### src/rtl/mmu_lsu.sv
`default_nettype none
// ============================================================================
// Module   : mmu_lsu
// Brief    : Parametrised load/store unit between the CU and a single-port SRAM.
//            Optional macro MMU_MISALIGN_TRAP_EN turns misaligned accesses into errors.
// Revision : 1.0
// ============================================================================
module mmu_lsu #(
    parameter  int DATA_W = 32,
    parameter  int DEPTH  = 128,
    parameter  int RD_LAT = 1,
    parameter  int WR_LAT = 1,
    localparam int NB     = DATA_W / 8,
    localparam int OW     = $clog2(NB),
    localparam int AW     = $clog2(DEPTH)
) (
    input  logic              clk,
    input  logic              rst_n,
    input  logic              cu_start,
    input  logic              cu_mem_op,
    input  logic [1:0]        cu_size,
    input  logic              cu_unsigned,
    input  logic [31:0]       cu_base,
    input  logic [31:0]       cu_offset,
    input  logic [DATA_W-1:0] cu_dat_in,
    output logic [DATA_W-1:0] cu_dat_out,
    output logic              flg_busy,
    output logic              flg_complete,
    output logic              flg_error,
    output logic [AW-1:0]     sram_addr_sel,
    output logic [NB-1:0]     sram_byte_sel,
    output logic              sram_read_pulse,
    output logic              sram_write_pulse,
    output logic [DATA_W-1:0] sram_dat_in,
    input  logic [DATA_W-1:0] sram_dat_out
);

    localparam int MAXLAT = (RD_LAT > WR_LAT) ? RD_LAT : WR_LAT;
    localparam int CW     = $clog2(MAXLAT + 1);

    typedef enum logic [2:0] {
        S_IDLE  = 3'd0,
        S_ISSUE = 3'd1,
        S_WAIT  = 3'd2,
        S_DONE  = 3'd3,
        S_ERR   = 3'd4
    } state_t;

    state_t            r_state;
    state_t            w_state_nxt;
    logic              r_start_q;
    logic              r_op;
    logic              r_uns;
    logic [1:0]        r_size;
    logic [AW-1:0]     r_word;
    logic [OW-1:0]     r_off;
    logic [DATA_W-1:0] r_data;
    logic [CW-1:0]     r_cnt;

    logic [31:0]       w_ea;
    logic [OW-1:0]     w_off_raw;
    logic [OW-1:0]     w_amask;
    logic [OW-1:0]     w_off_acc;
    logic              w_accept;
    logic              w_err_size;
    logic              w_err_range;
    logic              w_err;
    logic              w_last;
    logic              w_sign;
    logic [NB-1:0]     w_bsel;
    logic [DATA_W-1:0] w_wr_shift;
    logic [DATA_W-1:0] w_din;
    logic [DATA_W-1:0] w_rd_shift;
    logic [DATA_W-1:0] w_rd_ext;

    assign w_ea        = cu_base + cu_offset;
    assign w_off_raw   = w_ea[OW-1:0];
    assign w_accept    = (r_state == S_IDLE) && cu_start && !r_start_q;
    assign w_err_size  = int'(cu_size) > OW;
    assign w_err_range = {{OW{1'b0}}, w_ea[31:OW]} >= 32'(DEPTH);

    // Low cu_size bits of the lane offset must be zero for a naturally aligned access
    always_comb begin
        w_amask = '0;
        for (int i = 0; i < OW; i++)
            w_amask[i] = (i < int'(cu_size));
    end

`ifdef MMU_MISALIGN_TRAP_EN
    logic w_misalign;
    assign w_misalign = |(w_off_raw & w_amask);
    assign w_err      = w_err_size | w_err_range | w_misalign;
    assign w_off_acc  = w_off_raw;
`else
    assign w_err      = w_err_size | w_err_range;
    assign w_off_acc  = w_off_raw & ~w_amask;
`endif

    always_comb begin
        w_bsel = '0;
        for (int i = 0; i < NB; i++)
            w_bsel[i] = (i >= int'(r_off)) && (i < int'(r_off) + (1 << r_size));
    end

    assign w_wr_shift = r_data << {r_off, 3'b000};
    assign w_rd_shift = sram_dat_out >> {r_off, 3'b000};

    always_comb begin
        w_din = '0;
        for (int i = 0; i < NB; i++)
            w_din[8*i +: 8] = w_bsel[i] ? w_wr_shift[8*i +: 8] : 8'h00;
    end

    // Truncate to the access width, then extend from its top bit
    always_comb begin
        w_sign   = 1'b0;
        w_rd_ext = '0;
        for (int b = 0; b < NB; b++)
            if (b == (1 << r_size) - 1)
                w_sign = w_rd_shift[8*b+7];
        for (int i = 0; i < DATA_W; i++)
            w_rd_ext[i] = (i < 8 * (1 << r_size)) ? w_rd_shift[i] : (w_sign & ~r_uns);
    end

    always_ff @(posedge clk or negedge rst_n) begin
        if (!rst_n)
            r_state <= S_IDLE;
        else
            r_state <= w_state_nxt;
    end

    always_comb begin
        w_state_nxt      = r_state;
        w_last           = 1'b0;
        flg_busy         = 1'b1;
        flg_complete     = 1'b0;
        flg_error        = 1'b0;
        sram_read_pulse  = 1'b0;
        sram_write_pulse = 1'b0;
        sram_addr_sel    = '0;
        sram_byte_sel    = '0;
        sram_dat_in      = '0;
        case (r_state)
            S_IDLE: begin
                flg_busy = 1'b0;
                if (w_accept)
                    w_state_nxt = w_err ? S_ERR : S_ISSUE;
            end
            S_ISSUE: begin
                sram_addr_sel    = r_word;
                sram_byte_sel    = w_bsel;
                sram_read_pulse  = !r_op;
                sram_write_pulse = r_op;
                sram_dat_in      = r_op ? w_din : '0;
                w_state_nxt      = S_WAIT;
            end
            S_WAIT: begin
                sram_addr_sel = r_word;
                sram_byte_sel = w_bsel;
                sram_dat_in   = r_op ? w_din : '0;
                if (r_cnt == CW'(1)) begin
                    w_last      = 1'b1;
                    w_state_nxt = S_DONE;
                end
            end
            S_DONE: begin
                flg_complete = 1'b1;
                w_state_nxt  = S_IDLE;
            end
            S_ERR: begin
                flg_complete = 1'b1;
                flg_error    = 1'b1;
                w_state_nxt  = S_IDLE;
            end
            default: w_state_nxt = S_IDLE;
        endcase
    end

    always_ff @(posedge clk or negedge rst_n) begin
        if (!rst_n) begin
            r_start_q  <= 1'b0;
            r_op       <= 1'b0;
            r_uns      <= 1'b0;
            r_size     <= '0;
            r_word     <= '0;
            r_off      <= '0;
            r_data     <= '0;
            r_cnt      <= '0;
            cu_dat_out <= '0;
        end else begin
            r_start_q <= cu_start;
            if (w_accept) begin
                r_op   <= cu_mem_op;
                r_uns  <= cu_unsigned;
                r_size <= cu_size;
                r_word <= w_ea[OW +: AW];
                r_off  <= w_off_acc;
                r_data <= cu_dat_in;
            end
            if (r_state == S_ISSUE)
                r_cnt <= r_op ? CW'(WR_LAT) : CW'(RD_LAT);
            else if (r_state == S_WAIT && r_cnt != '0)
                r_cnt <= r_cnt - CW'(1);
            if (w_last && !r_op)
                cu_dat_out <= w_rd_ext;
        end
    end

endmodule
`default_nettype wire

### config.mk
export PLATFORM = sky130hd
export DESIGN_NAME = mmu_lsu
export DESIGN_NICKNAME = d
export VERILOG_FILES = /design/src/rtl/mmu_lsu.sv
export SDC_FILE = /design/constraint.sdc
export NUM_CORES = 1
export LEC_CHECK = 0
export ABC_AREA = 1
export BUFFER_PORTS_ARGS = -buffer_cell sky130_fd_sc_hd__buf_2
export CAP_MARGIN = 20
export CORE_MARGIN = 8
export CORE_UTILIZATION = 30
export DETAILED_ROUTE_END_ITERATION = 10
export PLACE_DENSITY_LB_ADDON = 0.2
export SYNTH_ARGS = -nofsm -noshare
export SYNTH_HDL_FRONTEND = slang
export SYNTH_SLANG_ARGS = --single-unit
### constraint.sdc
create_clock -name clk -period 2.9 [get_ports clk]
set_input_delay 0 -clock clk [delete_from_list [all_inputs] [get_ports clk]]
set_output_delay 0 -clock clk [all_outputs]
set_load 0.05 [all_outputs]
==> metrics.yaml, run 1 <==
status: "finished, final reports clean"
wl_per_cell_um: 14.79
synth_largest_area_cell: "dfrtp_1"
final_cell_area_um2: 9169
grt_pass1_wl_um: 41640
timing.rr.end: "r_off[0]"
crit_fanout: 9
path_clk_slew_ns: 0.06
p_leak_nw: 5.320
vias_per_cell: 4.659
clockBufferDepth: 2
cts_root_buf: "clkbuf_16"
synth_sequential_area_ratio: 0.2911
core_um2: 23260
gp_congestion: 0.8924
grt_pass1_vias: 8038
whs_ns: 0.06464
crit-reg2reg-launch: "r_state[0]"
period_minus_slack_ns: 2.789
first_pass_iters: 5
clk_latency_ns: 0.34
skew_ns: 0.008778
fin_nets: 1592
setup_viol: 0
port_buffers: 214
grt_max_degree: 65
final_hold_viol_count: 0
rrSetupSlack_ns: 0.52
postPlaceCellArea_um2: 8482
yosys-top-cells-area: "dfrtp_1 (29%), nand2_1 (23%), inv_1 (8.9%), nor2_1 (7.7%), ha_1 (5.9%)"
io_pins: 215
synth_area_per_cell_um2: 5.968
drt_iter0_drc: 617
drc: 0
path_class: "flip-flop to primary output"
min-delay-start: "sram_dat_out[2]"
critPathCaptureType: "primary output"
relSlewSlack: 0.4222
critPathRequiredTime_ns: 2.90
p_per_area_nw_per_um2: 405.4
rr_worst_depth: 10
worstPathArrival_ns: 2.79
syn2layout_area_growth_pct: 30.09
tightest_slew_ns: 0.8667
track_usage: 0.1788
cts_max_level: 3
drt-total-wl_um: 25790
holdPathStages: 5
ir_drop_uv: 322.7
synth-seq-cells: 82
grt-ovfl-total: 0
die_area_um2: 28650
syn_nets: 1351
dp_cells: 1691
synth.top_cell.area_share: 0.2911
start_kind: "flip-flop"
num_rows: 56
layoutNonFillerInstCount: 1744
antenna_found_initial: 0
ant_nets: 0
netlist_area_um2: 7048
period_share: 0.9616
dieHeight_um: 169.3
drv_cap: 0
die_x_um: 169.3
start_util: 0.3030
ys_types: 35
fillers: 2646
cts_tree: "built"
multi_input_area_um2: 4187
min_to: "cu_dat_out[2]"
rsz0062_at_grt: "true"
cts_sinks: 82
post_cts_buffers: 0
synthCells: 1181
hold_path_class: "primary input to flip-flop"
final.setup.tns_ns: 0
fmax_mhz: 358.6
cts_inserted_buffers: 9
drive_gt1_frac: 0.1909
ys.warnings.count: 0
seq_area_um2: 2053
hpwl_um: 20610
vias: 8125
maxSlewViolCount: 0
num_antenna_cells: 0
[cells in the mapped netlist, drive strengths merged]
| master | number |
|---|---|
| nand3 | 62 |
| ha | 33 |
| xor2 | 3 |
| or2 | 1 |
| nand2 | 429 |
| buf | 8 |
| inv | 182 |
| nand3b | 5 |
| o31ai | 1 |
| nor2 | 149 |
| and2 | 2 |
| a22o | 1 |
| clkinv | 1 |
| nor3 | 19 |
| a21o | 2 |
| dfrtp | 82 |
| o21bai | 4 |
| a21oi | 77 |
| a31oi | 9 |
| a22oi | 8 |
| a221oi | 9 |
| xnor2 | 2 |
| o21ai | 45 |
| clkbuf | 26 |
| o21a | 7 |
| fa | 2 |
| o22ai | 3 |
| nand4 | 9 |
[what timing repair did]
item,4_1_cts,5_1_grt
hold endpoints to repair,101,0
resized for setup,0,10
setup endpoints to repair,0,8
hold buffers,39,0
[kinds of logic (layout without fill, tap and decap cells)]
kind of cell | count (synthesis) | after routing | synth area share
AND/OR/NAND/NOR | 676 | 676 | 0.3881
buffers and inverters | 217 | 461 | 0.1166
AO/OA/AOI/OAI | 166 | 166 | 0.1337
flip-flops | 82 | 82 | 0.2911
adder cells (fa/ha/maj) | 35 | 35 | 0.06426
XOR/XNOR | 5 | 5 | 0.006215
[critical path, cell delays in order, from the launching register on]
cell	delay, ns
dfrtp_1	0.40
nor2_1	0.09
ha_1	0.21
fa_1	0.40
xor2_1	0.20
nor2_1	0.09
nand2_1	0.06
o21ai_0	0.07
inv_1	0.06
nand2_1	0.24
a221oi_1	0.31
buf_2	0.32
[flip-flops by register name (all words and copies together), names as in the netlist]
| register | count |
|---|---|
| r_data | 32 |
| r_op | 1 |
| r_cnt | 1 |
| r_off | 2 |
| r_uns | 1 |
| r_word | 7 |
| r_state | 3 |
| r_size | 2 |
| cu_dat_out | 32 |
| r_start_q | 1 |
[layout make-up]
| cell class | instances | area share |
|---|---|---|
| Sequential cell | 82 | 0.2239 |
| Clock buffer | 9 | 0.02456 |
| Clock inverter | 5 | 0.006141 |
| Inverter | 183 | 0.07492 |
| Timing Repair Buffer | 264 | 0.1703 |
| Tap cell | 319 | 0.04353 |
| Multi-Input combinational cell | 882 | 0.4566 |
[worst max path at each step]
| stage | slack, ns | startpoint | depth (start not counted) | to |
|---|---|---|---|---|
| floorplan | 0.06 | r_size[0] | 10 | sram_dat_in[16] |
| finish | 0.11 | r_size[0] | 11 | sram_dat_in[22] |
| detailed placement | 0.44 | r_size[0] | 11 | sram_dat_in[17] |
| CTS | 0.07 | r_size[0] | 11 | sram_dat_in[17] |
| global placement | 0.49 | r_size[0] | 11 | sram_dat_in[23] |
| global route | -0.05 | r_size[0] | 11 | sram_dat_in[22] |
[placed cells by master, fill, tap and decap left out, types with 3 or more instances in the layout]
cell           instances
a21oi_1               76
a221oi_1               8
a22oi_1                8
a31oi_1                9
buf_2                207
buf_4                 16
clkbuf_16              9
dfrtp_1               81
dlygate4sd3_1         39
ha_1                  33
inv_1                167
inv_2                 15
nand2_1              425
nand2_2                4
nand3_1               61
nand3b_1               5
nand4_1                9
nor2_1               144
nor2_2                 5
nor3_1                15
nor3_2                 3
o21a_1                 7
o21ai_0               45
o21bai_1               4
o22ai_1                3
xor2_1                 3
[power breakdown]
part | leakage, nW | total, mW | switching, mW | internal (mW)
Clock | 0.138 | 1.12 | 0.460 | 0.657
Combinational | 4.16 | 1.27 | 0.815 | 0.451
Sequential | 1.02 | 1.33 | 0.0865 | 1.25
[metrics by stage]
step | power (mW) | utilization | setup WS, ns
final | 3.717 | 0.3941 | 0.1114
after global routing | 3.997 | 0.3941 | -0.05440
after CTS | 3.764 | 0.3935 | 0.07013
after detailed placement | 2.575 | 0.3646 | 0.4444
after global placement | 2.574 | 0.3646 | 0.4944
after floorplan | 2.149 | - | 0.05568
[per-layer routing]
| metal | global-route usage | share of wire | up-vias |
|---|---|---|---|
| met5 | 0 | 0 | - |
| met4 | 0.05194 | 0.021 | 0 |
| met3 | 0.03094 | 0.057 | 27 |
| met2 | 0.3069 | 0.48 | 243 |
| met1 | 0.2263 | 0.45 | 3659 |
| li1 | - | - | 4196 |
(Power assumes the default switching activity.)
==> inputs of run 2 (changes only) <==
--- a/config.mk
+++ b/config.mk
@@ -12,6 +12,7 @@
 export CORE_UTILIZATION = 30
 export DETAILED_ROUTE_END_ITERATION = 10
 export PLACE_DENSITY_LB_ADDON = 0.2
+export RECOVER_POWER = 50
 export SYNTH_ARGS = -nofsm -noshare
 export SYNTH_HDL_FRONTEND = slang
 export SYNTH_SLANG_ARGS = --single-unit
==> run 2 against run 1 <==
Effect of this change:
- the run now ends with capacitance limit, slew limit left
- die area is the same
- wire length barely moved
- cell count stayed put
- critical endpoint is now sram_dat_in[17]
- largest power group unchanged
==> metrics.yaml, run 2 (same netlist as run 1, synthesis figures left out) <==
p_leak_nw: 5.195  # -2.4%
setup_viol: 0  # unchanged
multi_input_area_um2: 4187  # unchanged
clockBufferDepth: 2  # unchanged
track_usage: 0.1788  # unchanged
io_pins: 215  # unchanged
wl_per_cell_um: 14.78  # about the same
vias: 8131  # +0.074%
die_area_um2: 28650  # unchanged
antenna_found_initial: 0  # unchanged
status: "finished with violations"
period_minus_slack_ns: 2.757  # -0.03141 ns
cts_inserted_buffers: 9  # unchanged
cts_sinks: 82  # unchanged
critical_path.cell_chain: "nor2_1 -> ha_1 -> fa_1 -> xor2_1 -> nor2_1 -> nand2_1 -> o21ai_0 -> inv_1 -> nand2_1 -> a221oi_1 -> buf_4"
first_pass_iters: 5  # unchanged
gp_congestion: 0.8924  # unchanged
postPlaceCellArea_um2: 8482  # unchanged
start_util: 0.3030  # unchanged
tightest_slew_ns: 1.677  # +0.8106 ns
rrSetupSlack_ns: 0.52  # about the same
post_cts_buffers: 0  # unchanged
worstPathArrival_ns: 2.76  # -0.03 ns
period_share: 0.9507  # -0.01083
vias_per_cell: 4.662  # about the same
critPathSlowestCell: "fa_1"
slowest_delay_ns: 0.40  # about the same
ant_nets: 0  # unchanged
ir_drop_uv: 322.4  # about the same
skew_ns: 0.008476  # -0.0003025 ns
drt_iter0_drc: 628  # +1.8%
fmax_mhz: 362.7  # +1.1%
grt-ovfl-total: 0  # unchanged
grt_max_degree: 65  # unchanged
maxSlewViolCount: 65  # +65
drive_gt1_frac: 0.1656  # -0.02526
final_common_cell: "nand2_1"
num_antenna_cells: 0  # unchanged
power_mw: 3.713  # -0.10%
hold_path_class: "primary input to flip-flop"
crit_fanout: 9  # unchanged
critPathRequiredTime_ns: 2.90  # about the same
final_cell_area_um2: 9116  # -0.57%
die_x_um: 169.3  # unchanged
whs_ns: 0.06360  # -0.001042 ns
cts_tree: "built"
core_um2: 23260  # unchanged
cts_max_level: 3  # unchanged
top_regs: "cu_dat_out (32), r_data (32), r_word (7)"
drc: 0  # unchanged
fillers: 2662  # +0.60%
dieHeight_um: 169.3  # unchanged
path_clk_slew_ns: 0.06  # about the same
relSlewSlack: -0.1182  # -0.5404
syn2layout_area_growth_pct: 29.34
drt-total-wl_um: 25770  # about the same
grt_pass1_vias: 8038  # unchanged
path_class: "flip-flop to primary output"
grt_pass1_wl_um: 41640  # unchanged
fin_nets: 1592  # unchanged
start_kind: "flip-flop"
rsz0062_at_grt: "true"
violations: "capacitance limit, slew limit"
port_buffers: 214  # unchanged
seq_area_um2: 2053  # unchanged
final_hold_viol_count: 0  # unchanged
clk_latency_ns: 0.34  # about the same
num_rows: 56  # unchanged
final_cell_mix: "nand2_1 (425), buf_2 (173), inv_1 (167)"
p_per_area_nw_per_um2: 407.3  # +0.48%
hpwl_um: 20610  # unchanged
drv_cap: 1  # +1
cts_root_buf: "clkbuf_16"
critPathCaptureType: "primary output"
## run 2: cell types whose count changed in the layout (fill, tap and decap cells not counted)
cell	change
buf_4	-3
clkbuf_2	+1
buf_2	-34
clkbuf_1	+36
## run 2: worst max-delay path, delay by kind of cell (launching register included)
kind	cells	cell delay, ns
adder cells (fa/ha/maj)	2	0.61
AND/OR/NAND/NOR	4	0.48
AO/OA/AOI/OAI	2	0.42
flip-flops	1	0.39
buffers and inverters	2	0.32
XOR/XNOR	1	0.20
## run 2: report_power, final
part / switching [mW] / leakage [nW] / total (mW) / internal (mW)
Combinational: 0.814 / 4.04 / 1.26 / 0.449
Clock: 0.460 / 0.138 / 1.12 / 0.657
Sequential: 0.0860 / 1.02 / 1.33 / 1.25
## run 2: worst paths after layout
check | end | depth (start not counted) | startpoint
max reg2reg | r_off[0] | 10 | r_state[0]
max in group asynchronous | cu_dat_out[20] | 3 | rst_n
max | sram_dat_in[17] | 11 | r_size[0]
min reg2reg | r_data[25] | 2 | r_data[25]
min in group asynchronous | cu_dat_out[3] | 2 | rst_n
min | cu_dat_out[2] | 5 | sram_dat_out[2]
## run 2: layout make-up
class / count / area share
Multi-Input combinational cell: 882 / 0.4592
Sequential cell: 82 / 0.2252
Timing Repair Buffer: 264 / 0.1655
Inverter: 183 / 0.07535
Tap cell: 319 / 0.04378
Clock buffer: 9 / 0.02470
Clock inverter: 5 / 0.006176
## run 2: metrics by stage
step	setup TNS (ns)	instances	setup WS, ns	util
after floorplan	0	1181	0.05568	-
after global placement	0	1691	0.4944	0.3646
after detailed placement	0	1691	0.4444	0.3646
after CTS	0	1744	0.07013	0.3935
after global routing	-0.1202	1744	-0.05440	0.3919
final	0	1744	0.1428	0.3919
## run 2: timing repair
item	in CTS	in global routing
resized for setup	0	10
hold buffers	39	0
setup endpoints to repair	0	8
hold endpoints to repair	101	0
## run 2: layer usage
layer	global-route usage	wire length, um	part of all wire
met2	0.3069	12270	0.48
met4	0.05194	508	0.020
met1	0.2263	11500	0.45
met5	0	0	0
met3	0.03094	1484	0.058
==> inputs of run 3 (changes only) <==
--- a/config.mk
+++ b/config.mk
@@ -5,7 +5,6 @@
 export SDC_FILE = /design/constraint.sdc
 export NUM_CORES = 1
 export LEC_CHECK = 0
-export ABC_AREA = 1
 export BUFFER_PORTS_ARGS = -buffer_cell sky130_fd_sc_hd__buf_2
 export CAP_MARGIN = 20
 export CORE_MARGIN = 8
==> run 3 against run 2 <==
Effect of this change:
- the run still ends with capacitance limit, slew limit left
- clock skew is essentially flat
- sequential cell count unchanged
- cell count down 27%
- sequential power grew 51%
- register-to-register slack better by 0.10 ns
- synthesized cell count fell by 39%
- maximum frequency rose by 1.7%
- non-clock buffer count is 32 higher
- critical path depth down 1
- critical endpoint is now sram_dat_in[15]
- power is 77% higher
- highest routed layer is now met5
- first-iteration DRC count decreased by 56%
==> metrics.yaml, run 3 <==
ys_types: 60  # +71%
track_usage: 0.1667  # -0.01211
synth_commonest_cells: "a21oi_1 (94), dfrtp_1 (82), nor2_1 (71), nand2_1 (58), mux2_2 (53)"
drt-total-wl_um: 21750  # -16%
synth_sequential_area_ratio: 0.3283  # +0.03712
fmax_mhz: 368.8  # +1.7%
die_area_um2: 25710  # -10%
io_pins: 215  # unchanged
hold_path_class: "primary input to flip-flop"
wl_met1_um: 9872  # -14%
maxSlewViolCount: 40  # -38%
num_antenna_cells: 0  # unchanged
rrSetupSlack_ns: 0.62  # +0.10 ns
gp_congestion: 0.8763  # -1.8%
wl_met3_um: 1239  # -17%
setup_viol: 0  # unchanged
relSlewSlack: -0.4859  # -0.3678
syn2layout_area_growth_pct: 40.91
synth.top_cell.area_share: 0.3283  # +0.03712
grt_pass1_wl_um: 35360  # -15%
hpwl_um: 17120  # -17%
core_um2: 20760  # -11%
start_kind: "flip-flop"
netlist_area_um2: 6251  # -11%
synth_top_family_by_area: "compound AO/OA/AOI/OAI gates"
antenna_found_initial: 2  # +2
vias_per_cell: 5.026  # +7.8%
synth-edff-count: 0  # unchanged
synth_most_common_cell: "a21oi_1"
clockBufferDepth: 2  # unchanged
wl_per_cell_um: 17.13  # +16%
drv_cap: 1  # unchanged
crit_fanout: 9  # unchanged
violations: "capacitance limit, slew limit"
grt-ovfl-total: 0  # unchanged
synth_area_per_cell_um2: 8.622  # +44%
first_pass_iters: 4  # -1
dp_cells: 1212  # -28%
rsz0062_at_grt: "false"
tightest_slew_ns: 2.229  # +0.5516 ns
clk_latency_ns: 0.33  # about the same
cts_sinks: 82  # unchanged
grt_pass1_vias: 6767  # -16%
synth_mux_area_frac: 0.1499  # +0.1499
top_regs: "cu_dat_out (32), r_data (32), r_word (7)"
cts_max_level: 3  # unchanged
drt_iter0_drc: 276  # -56%
ir_drop_uv: 357.3  # +11%
num_rows: 53  # -5.4%
p_leak_nw: 3.942  # -24%
start_util: 0.3012  # -0.001816
path_class: "flip-flop to primary output"
period_share: 0.9349  # -0.01587
ys.warnings.count: 0  # unchanged
cts_tree: "built"
final.setup.tns_ns: 0  # unchanged
period_minus_slack_ns: 2.711  # -0.04601 ns
synth_compound_area_frac: 0.2118  # +0.07809
yosys.area_share.simple: 0.1733  # -0.2147
post_cts_buffers: 0  # unchanged
drc: 0  # unchanged
p_per_area_nw_per_um2: 745.0  # +83%
setup_slack_ns: 0.1889  # +0.04601 ns
skew_ns: 0.008485  # +0.000009360 ns
cts_root_buf: "clkbuf_16"
cts_inserted_buffers: 9  # unchanged
critPathRequiredTime_ns: 2.90  # about the same
layoutNonFillerInstCount: 1270  # -27%
final_common_cell: "buf_2"
synth-seq-cells: 82  # unchanged
drive_gt1_frac: 0.3276  # +0.1620
synth_ff_type: "dfrtp_1"
synthAdderAreaFrac: 0.07246  # +0.008194
synthXorXnorAreaFrac: 0.02802  # +0.02181
worstPathArrival_ns: 2.71  # -0.05 ns
grt_max_degree: 57  # -12%
yosys-top-cells-area: "dfrtp_1 (33%), mux2_2 (9.5%), a21oi_1 (7.5%), ha_1 (6.6%), mux2i_1 (5.4%)"
top_layer_used: "met5"
port_buffers: 214  # unchanged
vias: 6383  # -21%
wl_met2_um: 10310  # -16%
path_clk_slew_ns: 0.06  # about the same
synth_largest_area_cell: "dfrtp_1"
final_cell_mix: "buf_2 (168), a21oi_1 (94), dfrtp_1 (80)"
dieHeight_um: 160.4  # -5.3%
place_ws_ns: -0.01137  # -0.4557 ns
async_flop_share: 1.000  # unchanged
syn_nets: 895  # -34%
ant_nets: 0  # unchanged
die_x_um: 160.4  # -5.3%
final_hold_viol_count: 0  # unchanged
critPathCaptureType: "primary output"
fin_nets: 1160  # -27%
synthCells: 725  # -39%
status: "finished with violations"
run 3: layout make-up:
class                      count  area (um2)
timing repair buffer         296        1789
tap                          275       344.1
fill                        2163       11950
clock inverter                 5       37.54
inverter                      17       63.81
clock buffer                  11       252.7
sequential                    82        2054
multi-input combinational    584        4267
run 3: kinds of logic (layout without fill, tap and decap cells):
kind of cell / after synthesis / after routing
DFF: 82 / 82
muxes: 87 / 87
AOI/OAI and AO/OA: 217 / 217
xor gates and xnor gates: 20 / 20
buffers and inverters: 59 / 329
and+or+nand+nor: 225 / 225
adders and majority gates: 35 / 35
run 3: final timing paths:
kind	start	to	depth (start not counted)
max in group asynchronous	rst_n	r_data[19]	3
worst max register to register	r_state[0]	r_data[10]	4
worst min-delay path	cu_size[0]	r_size[0]	2
worst max-delay path	r_size[0]	sram_dat_in[15]	10
min in group asynchronous	rst_n	cu_dat_out[25]	2
worst min register to register	r_word[0]	r_word[0]	2
run 3: critical path, cell delays in order, from the launching register on:
cell	delay (ns)
dfrtp_1	0.35
or2_4	0.20
inv_1	0.07
ha_1	0.21
fa_1	0.44
nand3_1	0.11
o21ai_2	0.12
a211oi_4	0.28
nand2_4	0.21
nor2_4	0.13
buf_2	0.27
run 3: report_power, final:
group	internal (mW)	switching, mW
clock	0.630	0.475
combinational	1.17	2.27
sequential	1.67	0.344
total	3.47	3.09
run 3: repair_timing:
action	CTS	global route
setup endpoints to repair	16	24
hold endpoints to repair	78	0
gates resized for setup	8	3
hold buffers	42	0
pin swaps	1	2
run 3: layer usage:
metal	vias up	global-route usage
met1	2990	0.2071
met5	-	0
met2	189	0.2868
met4	4	0.03908
li1	3173	-
met3	27	0.03942
run 3: per-stage QoR:
| step | area [um2] | power (mW) | hold slack (ns) | utilization |
|---|---|---|---|---|
| final | 8808 | 6.562 | 0.01648 | 0.4244 |
| after global routing | 8808 | 7.033 | 0.007439 | 0.4244 |
| after CTS | 8850 | 6.677 | 0.001290 | 0.4264 |
| after detailed placement | 8117 | 5.497 | 0.01357 | 0.3910 |
| after global placement | 8117 | 5.467 | 0.009421 | 0.3910 |
| after floorplan | 6528 | 4.543 | -0.2956 | - |
